## src/rtl/multi_debounce_reg.sv

```systemverilog
// Multi-channel button input stage: synchroniser, tick-qualified stability filter,
// and rise/fall edge pulses plus press-and-hold auto-repeat for each channel.
module multi_debounce_reg #(
    parameter int   CHANNELS      = 4,
    parameter int   SYNC_STAGES   = 2,
    parameter int   STABLE_CYCLES = 16,
    parameter int   REPEAT_DELAY  = 64,
    parameter int   REPEAT_PERIOD = 16,
    parameter logic RESET_LEVEL   = 1'b0
) (
    input  logic                clk,
    input  logic                rst,
    input  logic                tick,
    input  logic [CHANNELS-1:0] din,
    output logic [CHANNELS-1:0] q,
    output logic [CHANNELS-1:0] rise,
    output logic [CHANNELS-1:0] fall,
    output logic [CHANNELS-1:0] rep
);

    localparam int CW   = (STABLE_CYCLES > 1) ? $clog2(STABLE_CYCLES) : 1;
    localparam int RMAX = (REPEAT_DELAY > REPEAT_PERIOD) ? REPEAT_DELAY : REPEAT_PERIOD;
    localparam int RW   = (RMAX > 1) ? $clog2(RMAX) : 1;

    localparam logic [CW-1:0] CNT_LAST = CW'(STABLE_CYCLES - 1);
    localparam logic [RW-1:0] DLY_LAST = RW'((REPEAT_DELAY > 0) ? REPEAT_DELAY - 1 : 0);
    localparam logic [RW-1:0] PER_LAST = RW'(REPEAT_PERIOD - 1);
    localparam bit            REP_EN   = (REPEAT_DELAY != 0);

    typedef enum logic [1:0] {
        IDLE   = 2'd0,
        DELAY  = 2'd1,
        REPEAT = 2'd2
    } rep_state_t;

    for (genvar i = 0; i < CHANNELS; i++) begin : g_ch
        logic [SYNC_STAGES-1:0] sync_r;
        logic                   s;
        logic [CW-1:0]          cnt;
        logic                   q_r;
        logic                   rise_r;
        logic                   fall_r;
        logic                   rep_r;
        logic [RW-1:0]          rc;
        rep_state_t             state;
        logic                   upd;

        assign s   = sync_r[SYNC_STAGES-1];
        // Filtered level is about to take the synchronised value this clk.
        assign upd = (s != q_r) && tick && (cnt == CNT_LAST);

        always_ff @(posedge clk) begin
            if (rst) begin
                sync_r <= {SYNC_STAGES{RESET_LEVEL}};
            end else begin
                sync_r[0] <= din[i];
                for (int k = 1; k < SYNC_STAGES; k++) begin
                    sync_r[k] <= sync_r[k-1];
                end
            end
        end

        always_ff @(posedge clk) begin
            if (rst) begin
                q_r    <= RESET_LEVEL;
                cnt    <= '0;
                rise_r <= 1'b0;
                fall_r <= 1'b0;
            end else begin
                rise_r <= 1'b0;
                fall_r <= 1'b0;
                if (s == q_r) begin
                    cnt <= '0;
                end else if (tick) begin
                    if (cnt == CNT_LAST) begin
                        q_r    <= s;
                        cnt    <= '0;
                        rise_r <= s;
                        fall_r <= ~s;
                    end else begin
                        cnt <= cnt + CW'(1);
                    end
                end
            end
        end

        // A release in DELAY/REPEAT returns to IDLE and suppresses any rep due that clk.
        always_ff @(posedge clk) begin
            if (rst) begin
                state <= IDLE;
                rc    <= '0;
                rep_r <= 1'b0;
            end else begin
                rep_r <= 1'b0;
                case (state)
                    IDLE: begin
                        if (upd && s && REP_EN) begin
                            state <= DELAY;
                            rc    <= '0;
                        end
                    end
                    DELAY: begin
                        if (upd && !s) begin
                            state <= IDLE;
                            rc    <= '0;
                        end else if (tick) begin
                            if (rc == DLY_LAST) begin
                                rep_r <= 1'b1;
                                rc    <= '0;
                                state <= REPEAT;
                            end else begin
                                rc <= rc + RW'(1);
                            end
                        end
                    end
                    REPEAT: begin
                        if (upd && !s) begin
                            state <= IDLE;
                            rc    <= '0;
                        end else if (tick) begin
                            if (rc == PER_LAST) begin
                                rep_r <= 1'b1;
                                rc    <= '0;
                            end else begin
                                rc <= rc + RW'(1);
                            end
                        end
                    end
                    default: begin
                        state <= IDLE;
                        rc    <= '0;
                    end
                endcase
            end
        end

        assign q[i]    = q_r;
        assign rise[i] = rise_r;
        assign fall[i] = fall_r;
        assign rep[i]  = rep_r;
    end

endmodule

```

## config.mk

```make
export PLATFORM = sky130hd
export DESIGN_NAME = multi_debounce_reg
export DESIGN_NICKNAME = d
export VERILOG_FILES = /design/src/rtl/multi_debounce_reg.sv
export SDC_FILE = /design/constraint.sdc
export NUM_CORES = 1
export LEC_CHECK = 0
export CAP_MARGIN = 20
export CORE_MARGIN = 4
export CORE_UTILIZATION = 61
export CTS_BUF_LIST = sky130_fd_sc_hd__clkbuf_8
export DETAILED_ROUTE_END_ITERATION = 16
export PLACE_DENSITY = 0.85
export SLEW_MARGIN = 20
export SYNTH_ARGS = -nofsm -noshare
export SYNTH_HDL_FRONTEND = slang
export SYNTH_SLANG_ARGS = --single-unit
```

## constraint.sdc

```tcl
create_clock -name clk -period 2.6 [get_ports clk]
set_input_delay 0.26 -clock clk [delete_from_list [all_inputs] [get_ports clk]]
set_output_delay 0.26 -clock clk [all_outputs]
set_load 0.005 [all_outputs]
```

==> run summary <==
Min Hold Slack = 394 ps
IO Count = 23
Final Total Pwr = 1.99 mW
Hold WC Path Type = primary input to register
max-slew violations = 0
Logic pwr share = 0.030
clock power share = 0.411
initial antenna violation count = 0
Synth area leader = dfxtp_1
Core Rows = 27
post-layout net count = 481
DIE WIDTH = 85.6 um
sequential fraction of the synthesis area = 0.393
Post-synth EDFFs = 0
share of the synthesized area in the top cell type = 0.393
post-synthesis async set-or-reset flop share = 0
Worst EP required = 2870 ps
cts hold-fix bufs = 0
drt via density = 5.95
flops & latches, synth = 72
total internal power = 1.55 mW
Avg WL per Cell = 13.8 um
R2R depth = 6
DRC Markers = 0
Fillers = 440
Syn Area/Cell = 8.31 um2
PwrDens = 491 nW/um2
vias in the first global route = 2,947
Startpoint Class = register
status = complete, no violations
antenna viol nets, final = 0
Placeable Area = 5680 um2
detailed-route via count = 3,162
Routed WL = 7300 um
largest net degree at the start of global routing = 51
switching pwr = 0.442 mW
CTS tree = built
MaxCap Viol Count = 0
Pleak = 1.39 nW
Final TNS setup = 0 ps
peak supply drop = 0.402 mV
Final setup viols = 0
Syn Nets = 469
Syn-to-layout area delta = 10.3%
Worst-Margin Slew = 624 ps
CTS Buffer Depth = 2
All-Layer GR Usage = 0.211
Critical Path AT = 2380 ps
fraction of layout cells with a size suffix above 1 = 0.0632
synthesized cell area = 3670 um2
yosys warns = 0
CP endpoint kind = register
drt pass-1 iters = 5
DP Worst Slack = 218 ps
unrepaired setup endpoints after global routing = false
worst skew pair latency = 350 ps
GRT overflow = 0
Switching Share = 0.222
full die area = 7330 um2
drt first-iter violations = 161
Netlist cell types = 51
fmax = 474 MHz
CTS resizes = 0
post-CTS setup buffer count = 0
Flop pwr share = 0.559
Starting Density = 0.647
# clock sinks = 72
fin crit share = 0.811
Post-synth top flop = dfxtp_1
Placer Congestion = 0.829
cell at the root of the clock tree = clkbuf_8
global-route wire length before repair = 12,600 um
HPWL Detailed = 5150 um
Tmin final = 2110 ps
CTS H-tree lvls = 3
post-route worst setup slack = 490 ps
Worst-path clk slew = 70 ps
Ant. Diodes = 0
die height = 85.6 um
crit path max fanout = 7
hold depth = 3
Post-Syn Instances = 442
worst clock skew = 9.03 ps
relative slew slack = 0.580
Area contributors post-synth = dfxtp_1 39%, ha_1 6.8%, a21oi_1 4.6%, nand3_1 4.5%, nor2_1 4.4%
buffers added on ports = 22
critical path class = register to register
Fin. Hold Viols = 0
TritonCTS Buffers = 9
-- cells by family (layout without fill, tap and decap cells) --
group / count (synthesis) / after routing / share of synthesized area
simple gates: 183 / 183 / 0.252
flops: 72 / 72 / 0.393
buf+inv: 46 / 63 / 0.0651
compound gates: 103 / 103 / 0.175
mux: 12 / 12 / 0.0327
fa+ha+maj: 20 / 20 / 0.0681
xor+xnor: 6 / 6 / 0.0143
-- registers in the layout (all words and copies together) (netlist names) --
register / count
g_ch.q_r: 4
g_ch.state: 8
g_ch.sync_r: 8
g_ch.fall_r: 4
g_ch.cnt: 16
g_ch.rc: 24
g_ch.rise_r: 4
g_ch.rep_r: 4
-- Yosys cell counts (all sizes together) (9+ instances only) --
| cell | instances |
|---|---|
| nand3 | 33 |
| nor2b | 11 |
| a21oi | 34 |
| nand2 | 39 |
| buf | 19 |
| mux2i | 12 |
| inv | 19 |
| nand2b | 9 |
| ha | 20 |
| o21ai | 24 |
| nor2 | 43 |
| dfxtp | 72 |
| nor3 | 14 |
-- metal layers --
| metal | vias to the layer above | global-route usage | share of wire |
|---|---|---|---|
| li1 | 1595 | - | - |
| met1 | 1491 | 0.249 | 0.46 |
| met2 | 67 | 0.360 | 0.49 |
| met3 | 9 | 0.0567 | 0.041 |
| met4 | 0 | 0.0892 | 0.011 |
| met5 | - | 0 | 0 |
-- stage by stage --
step,area [um2],utilization,std cells
6_report,4050,0.714,531
3_5_place_dp,3870,0.681,515
2_1_floorplan,3670,-,442
5_1_grt,4050,0.714,531
3_3_place_gp,3870,0.681,515
4_1_cts,4050,0.714,531
-- layout make-up --
| cell class | count | area (um2) | area share |
|---|---|---|---|
| clock inverter | 4 | 18.8 | 0.00463 |
| tap | 72 | 90.1 | 0.0222 |
| inverter | 19 | 71.3 | 0.0176 |
| multi-input combinational | 324 | 1990 | 0.492 |
| sequential | 72 | 1440 | 0.356 |
| timing repair buffer | 28 | 273 | 0.0673 |
| clock buffer | 12 | 165 | 0.0408 |
-- final timing paths --
path	endpoint	slack [ps]	from
min	g_ch[2].state[0]	390	rst
max	g_ch[0].rc[2]	490	g_ch[0].cnt[0]
min reg2reg	g_ch[1].sync_r[1]	440	g_ch[1].sync_r[0]
max reg2reg	g_ch[0].rc[2]	490	g_ch[0].cnt[0]
-- cells in the final DEF (no fill, tap or decap), types with 3 or more instances in the layout --
master	count
o211ai_1	3
a31oi_1	8
o21a_1	4
clkdlybuf4s50_1	21
nor2_1	43
o31ai_1	3
clkbuf_8	12
inv_1	20
a21oi_1	34
nor2b_1	11
nor3_1	14
a311oi_1	3
a41oi_1	3
dfxtp_1	72
or2_2	5
nand3_1	33
a21o_1	4
a211oi_1	3
nor4_1	5
and2_1	3
xor2_1	5
o41ai_1	3
a2bb2oi_1	3
clkinv_2	3
nand2_1	39
nand2b_1	9
mux2i_1	12
nand3b_1	5
o21ai_0	24
nand4_1	5
buf_4	5
ha_1	20
-- worst max-delay path: stages (launching register included) --
cell	delay, ps
dfxtp_1	390
ha_1	230
nand4_2	190
o21a_1	260
or4b_1	500
a221o_1	330
a21oi_1	150
-- power by group through the flow --
stage | sequential [mW] | combinational [mW] | clock (mW)
4_1_cts | 1.11 | 0.0600 | 0.837
5_1_grt | 1.11 | 0.0660 | 0.881
6_report | 1.11 | 0.0598 | 0.818
3_3_place_gp | 1.14 | 0.0589 | 0
2_1_floorplan | 1.14 | 0.0389 | 0
3_5_place_dp | 1.14 | 0.0596 | 0
Power figures use the tool's default switching activity.
